[config.mk]
export PLATFORM = sky130hd
export DESIGN_NAME = jpeg_stream_ctrl
export DESIGN_NICKNAME = d
export VERILOG_FILES = /design/src/rtl/jpeg_ctrl_pkg.sv /design/src/rtl/ctrl_watchdog.sv /design/src/rtl/jpeg_stream_ctrl.sv
export SDC_FILE = /design/constraint.sdc
export NUM_CORES = 1
export LEC_CHECK = 0
export CORE_ASPECT_RATIO = 1.4
export CORE_MARGIN = 4
export CORE_UTILIZATION = 55
export DETAILED_ROUTE_END_ITERATION = 10
export GPL_TIMING_DRIVEN = 0
export PLACE_DENSITY = 0.75
export SETUP_SLACK_MARGIN = 0.3
export SYNTH_ARGS = -nofsm -noshare
export SYNTH_HDL_FRONTEND = slang
export SYNTH_SLANG_ARGS = --single-unit
export TNS_END_PERCENT = 50
[constraint.sdc]
create_clock -name clk -period 15.4 [get_ports clk]
set_input_delay 3.08 -clock clk [delete_from_list [all_inputs] [get_ports clk]]
set_output_delay 3.08 -clock clk [all_outputs]
set_load 0.01 [all_outputs]
[src/rtl/jpeg_ctrl_pkg.sv]
// Shared types and constants for the JPEG stream sequencer.
// Holds the FSM state encoding, JPEG marker bytes and default parameter values.
package jpeg_ctrl_pkg;

  typedef enum logic [2:0] {
    ST_IDLE,
    ST_RD,
    ST_CAP,
    ST_SEND,
    ST_FLUSH,
    ST_DRAIN,
    ST_DONE
  } state_t;

  localparam logic [7:0] MARKER_FF  = 8'hFF;
  localparam logic [7:0] MARKER_D9  = 8'hD9;
  localparam logic [7:0] FLUSH_BYTE = 8'h00;

  localparam int DEF_ADDR_W         = 19;
  localparam int DEF_FLUSH_BYTES    = 200;
  localparam int DEF_STALL_CYCLES   = 1000000;
  localparam int DEF_TIMEOUT_CYCLES = 20000000;

  // Wide enough for the largest default watchdog limit.
  localparam int WD_W = 32;

endpackage

[src/rtl/ctrl_watchdog.sv]
// Clearable up-counter; hit flags the cycle that is the LIMIT-th enabled cycle
// since the last clear, so the owner can act on the following edge.
module ctrl_watchdog
  import jpeg_ctrl_pkg::*;
#(
  parameter int LIMIT = DEF_STALL_CYCLES
) (
  input  logic clk,
  input  logic rst,
  input  logic clear,
  input  logic enable,
  output logic hit
);

  logic [WD_W-1:0] count;

  // NOTE: sequential state is written with non-blocking assignments only.
  always_ff @(posedge clk) begin
    if (rst || clear) begin
      count <= '0;
    end else if (enable && !hit) begin
      count <= count + WD_W'(1);
    end
  end

  assign hit = enable && (count == WD_W'(LIMIT - 1));

endmodule

[src/rtl/jpeg_stream_ctrl.sv]
// Feeds a JPEG file from byte-wide memory into the parser, appends the zero
// flush, then waits for the frame's pixels (or a watchdog) before reporting done.
module jpeg_stream_ctrl
  import jpeg_ctrl_pkg::*;
#(
  parameter int ADDR_W         = DEF_ADDR_W,
  parameter int FLUSH_BYTES    = DEF_FLUSH_BYTES,
  parameter int STALL_CYCLES   = DEF_STALL_CYCLES,
  parameter int TIMEOUT_CYCLES = DEF_TIMEOUT_CYCLES
) (
  input  logic              clk,
  input  logic              rst,
  input  logic              start,
  input  logic [ADDR_W:0]   src_len,
  output logic              mem_rd,
  output logic [ADDR_W-1:0] mem_addr,
  input  logic [7:0]        mem_rdata,
  output logic [7:0]        byte_in,
  output logic              byte_valid,
  input  logic              parser_ready,
  input  logic [15:0]       img_width,
  input  logic [15:0]       img_height,
  input  logic              rgb_valid,
  output logic              busy,
  output logic              done,
  output logic              timeout,
  output logic              eoi_seen,
  output logic [31:0]       pixel_cnt
);

  localparam int             FLUSH_W = $clog2(FLUSH_BYTES + 1);
  localparam logic [ADDR_W:0] IDX_ONE = (ADDR_W + 1)'(1);

  state_t               state, state_nxt;
  logic [ADDR_W:0]      index, len_q, index_inc;
  logic [7:0]           byte_q;
  logic                 prev_ff;
  logic [31:0]          total_q;
  logic [FLUSH_W-1:0]   flush_cnt;
  logic                 launch, accept, feeding, is_eoi, frame_complete;
  logic                 stall_hit, drain_hit;

  assign launch         = start && (state == ST_IDLE || state == ST_DONE);
  assign feeding        = (state == ST_SEND) || (state == ST_FLUSH);
  assign accept         = byte_valid && parser_ready;
  assign is_eoi         = prev_ff && (byte_q == MARKER_D9);
  assign index_inc      = index + IDX_ONE;
  // A zero total means the header has not been parsed yet.
  assign frame_complete = (total_q != '0) && (pixel_cnt >= total_q);

  ctrl_watchdog #(.LIMIT(STALL_CYCLES)) u_stall_wd (
    .clk    (clk),
    .rst    (rst),
    .clear  (!feeding || parser_ready),
    .enable (feeding && !parser_ready),
    .hit    (stall_hit)
  );

  ctrl_watchdog #(.LIMIT(TIMEOUT_CYCLES)) u_drain_wd (
    .clk    (clk),
    .rst    (rst),
    .clear  (state != ST_DRAIN),
    .enable (state == ST_DRAIN),
    .hit    (drain_hit)
  );

  // NOTE: next state gets a default before the case so no latch is inferred.
  always_comb begin
    state_nxt = state;
    unique case (state)
      ST_IDLE, ST_DONE: if (start) state_nxt = (src_len == '0) ? ST_FLUSH : ST_RD;
      ST_RD:    state_nxt = ST_CAP;
      ST_CAP:   state_nxt = ST_SEND;
      ST_SEND: begin
        if (stall_hit)                             state_nxt = ST_DONE;
        else if (accept && (is_eoi || index_inc == len_q)) state_nxt = ST_FLUSH;
        else if (accept)                           state_nxt = ST_RD;
      end
      ST_FLUSH: begin
        if (stall_hit) state_nxt = ST_DONE;
        else if (accept && flush_cnt == FLUSH_W'(FLUSH_BYTES - 1)) state_nxt = ST_DRAIN;
      end
      ST_DRAIN: if (frame_complete || drain_hit) state_nxt = ST_DONE;
      default:  state_nxt = ST_IDLE;
    endcase
  end

  always_ff @(posedge clk) begin
    if (rst) begin
      state     <= ST_IDLE;
      index     <= '0;
      len_q     <= '0;
      byte_q    <= FLUSH_BYTE;
      prev_ff   <= 1'b0;
      total_q   <= '0;
      flush_cnt <= '0;
      pixel_cnt <= '0;
      timeout   <= 1'b0;
      eoi_seen  <= 1'b0;
    end else begin
      state <= state_nxt;
      if (launch) begin
        index     <= '0;
        len_q     <= src_len;
        prev_ff   <= 1'b0;
        total_q   <= '0;
        flush_cnt <= '0;
        pixel_cnt <= '0;
        timeout   <= 1'b0;
        eoi_seen  <= 1'b0;
      end else begin
        if (state == ST_CAP) byte_q <= mem_rdata;
        if (state == ST_SEND && accept) begin
          index   <= index_inc;
          prev_ff <= (byte_q == MARKER_FF);
          if (is_eoi) eoi_seen <= 1'b1;
        end
        if (state == ST_FLUSH && accept) flush_cnt <= flush_cnt + FLUSH_W'(1);
        if (stall_hit || (state == ST_DRAIN && drain_hit && !frame_complete)) timeout <= 1'b1;
        if (busy && total_q == '0 && img_width != '0 && img_height != '0)
          total_q <= 32'(img_width) * 32'(img_height);
        if (busy && rgb_valid && pixel_cnt != '1) pixel_cnt <= pixel_cnt + 32'd1;
      end
    end
  end

  assign busy       = (state != ST_IDLE) && (state != ST_DONE);
  assign done       = (state == ST_DONE);
  assign mem_rd     = (state == ST_RD);
  assign mem_addr   = index[ADDR_W-1:0];
  assign byte_valid = feeding;
  assign byte_in    = (state == ST_FLUSH) ? FLUSH_BYTE : byte_q;

endmodule

== After elaboration in Yosys (flattened, before gate mapping) ==
Cells that the tools add are included.

* Add/sub/neg operators: 5
* $mul: 1
* Order comparisons: 1
* Eq/ne operators: 19
* Mux-type cells: 10
* Bitwise operators: 1
* Reductions and logical operators: 46

{| class="wikitable"
|+ Operators by type and width
! cell !! count
|-
| $add A32 B1 Y32 const B || 3
|-
| $eq A32 B20 Y1 const B || 1
|-
| $eq A32 B25 Y1 const B || 1
|-
| $ge A32 B32 Y1 || 1
|-
| $logic_not A32 Y1 || 1
|-
| $mul A16 B16 Y32 || 1
|-
| $ne A32 B32 Y1 const B || 1
|-
| $reduce_bool A16 Y1 || 2
|-
| $reduce_bool A32 Y1 || 1
|-
| $eq A8 B8 Y1 const B || 3
|-
| $mux W3 || 8
|-
| $logic_and A1 B1 Y1 || 21
|-
| $add A20 B1 Y20 const B || 1
|-
| $eq A20 B20 Y1 || 1
|-
| $logic_not A20 Y1 || 1
|-
| $pmux W3 S6 || 1
|-
| $eq A3 B3 Y1 const B || 3
|-
| $ne A3 B3 Y1 const B || 3
|-
| $add A8 B1 Y8 const B || 1
|-
| $logic_or A1 B1 Y1 || 8
|-
| $mux W8 || 1
|-
| $eq A3 B2 Y1 const B || 2
|-
| $logic_not A1 Y1 || 5
|-
| $ne A2 B2 Y1 const B || 2
|-
| other kinds (8) || 10
|}

* Register bits after elaboration: 190
* Input bits: 65
* Output and inout port bits: 65
* Word-level logic and storage cells: 95

== Logic depth before layout (Yosys ltp) ==
* Depth after elaboration: 7
* Depth in mapped cells: 25
* Gate-level depth less buffers: 23

== By module ==
Synthesis repeated with hierarchy kept, for this count alone.

* Cells, all modules: 2,231
* Area, all modules: 18,705.4 µm²

{| class="wikitable"
|+ By module, submodules not included
! module !! instances !! cells each !! area an instance (µm²) !! sequential area each (µm²)
|-
| jpeg_stream_ctrl || 1 || 1,828 || 15,368.5 || 2,522.4
|-
| ctrl_watchdog (u_stall_wd) || 1 || 208 || 1,717.9 || 640.6
|-
| ctrl_watchdog (u_drain_wd) || 1 || 195 || 1,619.1 || 640.6
|}

== Worst setup path after synthesis ==
No wires, ideal clock.

* Kind: input to register
* From: input img_height[8]
* To: register total_q[31]
* Setup time: 69 ps
* Arrival time: 9,078 ps
* Required time: 15,331 ps
* Path slack: 6,253 ps
* Stages on the path: 24
* Buffers on the path: 2
* Cells stage by stage: clkbuf_1 -> clkbuf_1 -> nand2_1 -> fa_1 -> inv_1 -> fa_1 -> inv_1 -> fa_1 -> inv_1 -> fa_1 -> fa_1 -> inv_1 -> fa_1 -> inv_1 -> ha_1 -> and4_1 -> or4b_1 -> nand2_1 -> o31ai_1 -> and3b_1 -> or4_1 -> a31oi_1 -> mux2_1 -> o21ai_1

* Longest elaborated chain between the ends: 2

{| class="wikitable"
|+ Ends and longest elaborated chain
! item !! line !! text
|-
| start, declared || jpeg_stream_ctrl.sv:22 || <nowiki>input logic [15:0] img_height,</nowiki>
|-
| parallel branches: the longest is 2 deep, another holds $mul A16 B16 Y32 || -- ||
|-
| end signal, assigned || jpeg_stream_ctrl.sv:121 || <nowiki>total_q <= 32'(img_width) * 32'(img_height);</nowiki>
|-
| end, declared || jpeg_stream_ctrl.sv:38 || <nowiki>logic [31:0] total_q;</nowiki>
|}

Parallel ways; which one is timed is not known.
A chain may end at the register's enable or synchronous reset.

== Final worst setup path ==
* From: input img_width[9]
* To: register total_q[31]

* Longest elaborated chain between the ends: 3

{| class="wikitable"
|+ Ends and longest elaborated chain
! item !! line !! text
|-
| start, declared || jpeg_stream_ctrl.sv:21 || <nowiki>input logic [15:0] img_width,</nowiki>
|-
| parallel branches: the longest is 3 deep, another holds $mul A16 B16 Y32 || -- ||
|}

Parallel ways; which one is timed is not known.

==> flow_metrics.tcl <==
set metrics [dict create \
    status "finished, final reports clean" \
    cp.required_ns 15.77 \
    post-synth-top-count-cell "inv_1" \
    grt.overflow.total 0 \
    leakagePower_nw 8.99 \
    syn-num-nets 2548 \
    yosys.area.top_type "fa_1" \
    slew_headroom 0.389 \
    synth_seq_cells 190 \
    ys_seq_area_frac 0.208 \
    grt_max_degree 20 \
    cts_hold_buffers 0 \
    hold_class "flop to flop" \
    netlist_area_sq_um 18200 \
    htreeDepth 4 \
    power_frac_seq 0.156 \
    synth_top_cell_area_share 0.213 \
    hp-start "timeout" \
    p_int_mw 1.86 \
    synth_commonest_cells "inv_1, nand2_1, nor2_1" \
    finClkSkew_ns 0.00734 \
    powerDensity_nw_per_um2 177 \
    via_per_inst 5.62 \
    grt_pass1_vias 16034 \
    die_x_um 162 \
    layout.nets 2690 \
    clk_pin_slew_ns 0.07 \
    startpoint "img_width[9]" \
    syn_to_final_growth_pct 13.0 \
    avgRoutedWirePerCell_um 17.5 \
    synth_edf_count 0 \
    initial_core_util 0.560 \
    synth_cell_type_count 78 \
    clk_latency_ns 0.45 \
    syn-instance-count 2148 \
    ant_nets 0 \
    pre_cts_slack_ns 4.64 \
    drv_slew 0 \
    cp_max_fo 10 \
    vdd_ir_drop_max_v 0.000177 \
    min_period_over_period 0.675 \
    hpwl_um 38800 \
    antenna_found_initial 0 \
    clock_sinks 190 \
    first_pass_iters 5 \
    postLayoutCoreUtil 0.633 \
    antennaDiodeCount 0 \
    clockBufferDepth 2 \
    async_flop_share 0 \
    post_cts_buffers 0 \
    timing.rr.start "state[2]" \
    rows 78 \
    avgSynthCellArea_sq_um 8.49 \
    min_period_ns 10.39 \
    io_buffers 123 \
    vias 15429 \
    synth_ff_type "dfxtp_1" \
    finalHoldViolCount 0 \
    ctsResizeCount 0 \
    place.gp.congestion 0.965 \
    max_freq_mhz 96.2 \
    path_class "input pin to flop" \
    grt_use_total 0.271 \
    pwr-share-clk 0.122 \
    finalWirelength_um 47900 \
    grt_first_pass_wirelength_um 80000 \
    worst_slew_pin_slew_ns 0.909 \
    drive_above_1_share 0.0382 \
    switching_share 0.491 \
    p_sw_mw 1.80 \
    finalPower_mw 3.66 \
    worstPathArrival_ns 10.77 \
    yosys_warnings 0 \
    nFillCells 2900 \
    comb_power_share 0.721 \
    fin_setup_tns_ns 0 \
    drc_errors 0 \
    start_kind "input pin" \
    setup_ws_ns 5.01 \
    synthTopCellsByArea "fa_1, dfxtp_1, ha_1" \
    drv_cap 0 \
    io_pins 130 \
    die_y_um 223 \
    rsz0062_at_grt "no" \
    r2r_slack_ns 12.00 \
    drt_iter0_drc 745 \
    dieArea_sq_um 36200 \
    root_buffer "clkbuf_16" \
    core-area_sq_um 32600 \
    final-setup-viol-count 0 \
    cts_tree "done" \
    cts_buffers 17 \
    endpoint_kind "flop" \
]
-- routing by layer --
| layer | track usage | routed length, um | vias up |
|---|---|---|---|
| li1 | - | - | 7250 |
| met1 | 0.311 | 18500 | 7622 |
| met2 | 0.503 | 25300 | 459 |
| met3 | 0.0521 | 2840 | 98 |
| met4 | 0.0860 | 1290 | 0 |
| met5 | 0 | 0 | - |
-- worst max-delay path, cell delays in order --
cell and delay, ns:
clkdlybuf4s50_1 0.80, clkbuf_1 0.52, nand2_1 0.17, fa_1 0.60
fa_1 0.44, fa_1 0.51, inv_1 0.05, fa_1 0.49
fa_1 0.55, inv_1 0.05, fa_1 0.53, inv_1 0.04
ha_1 0.26, buf_2 0.17, and4_1 0.27, or4b_1 0.45
nand2_1 0.11, o31ai_1 0.12, and3b_1 0.23, or4_1 0.51
a31oi_1 0.36, mux2_1 0.37, o21ai_1 0.07
-- through the flow --
stage	hold WS (ns)	instances	instance area (sq um)
after floorplan	0.449	2148	18200
after global placement	0.457	2711	20000
after detailed placement	0.463	2711	20000
after CTS	0.477	2743	20600
after global routing	0.507	2743	20600
final	0.478	2743	20600
-- power groups by stage --
stage | logic (mW) | clock network, mW | registers (mW)
2_1_floorplan | 1.99 | 0 | 0.571
3_3_place_gp | 2.56 | 0 | 0.581
3_5_place_dp | 2.61 | 0 | 0.582
4_1_cts | 2.65 | 0.455 | 0.572
5_1_grt | 2.99 | 0.474 | 0.577
6_report | 2.64 | 0.448 | 0.572
-- layout make-up --
type,count,area (sq um),share of cell area
multi-input combinational,1571,12900,0.625
sequential,190,3800,0.184
timing repair buffer,123,1230,0.0597
inverter,281,1050,0.0512
tap,440,551,0.0267
buffer,106,502,0.0243
clock buffer,17,425,0.0206
clock inverter,15,166,0.00807
-- registers in the layout (all words and copies together), names as in the netlist --
signal            flops
u_stall_wd.count     32
u_drain_wd.count     32
pixel_cnt            32
index                20
timeout               1
flush_cnt             8
total_q              32
prev_ff               1
byte_q                8
len_q                20
state                 3
eoi_seen              1
-- layout by cell type, fill, tap and decap left out, types with 5 or more instances in the layout --
master | synthesis | routed
o211ai_1 | 5 | 5
nor4_1 | 35 | 35
nor2_1 | 204 | 204
xnor2_1 | 52 | 52
nor3_1 | 18 | 18
ha_1 | 141 | 141
nand2_1 | 228 | 228
inv_8 | 0 | 7
nand4b_1 | 6 | 6
and3_1 | 19 | 19
nor2b_1 | 17 | 17
a211oi_1 | 8 | 8
clkbuf_1 | 68 | 68
a21o_1 | 27 | 27
o21ai_0 | 31 | 31
buf_4 | 24 | 24
nor4b_1 | 6 | 6
mux2i_1 | 35 | 35
and2_1 | 133 | 133
inv_1 | 281 | 281
a31o_2 | 5 | 5
a31oi_1 | 9 | 9
clkdlybuf4s50_1 | 0 | 123
nor3b_1 | 5 | 5
a21oi_1 | 82 | 82
or3_1 | 19 | 19
dfxtp_1 | 190 | 190
fa_1 | 194 | 194
nand3_1 | 66 | 66
or2_2 | 7 | 7
xor2_1 | 94 | 94
and4_1 | 14 | 14
buf_1 | 8 | 8
nand4_1 | 41 | 41
clkbuf_16 | 0 | 17
-- worst paths after layout --
kind	cells past startpoint	end
min	2	timeout
max	23	total_q[31]
min reg2reg	2	timeout
max reg2reg	9	index[15]
-- logic make-up (layout without fill, tap and decap cells) --
| group | count (synthesis) | in the layout | share of synthesized area |
|---|---|---|---|
| fa+ha+maj | 335 | 335 | 0.310 |
| simple gates | 845 | 845 | 0.233 |
| xor+xnor | 146 | 146 | 0.0701 |
| buf+inv | 387 | 542 | 0.0853 |
| flops | 190 | 190 | 0.208 |
| mux | 38 | 38 | 0.0211 |
| compound gates | 207 | 207 | 0.0721 |
Power figures use the tool's default switching activity.
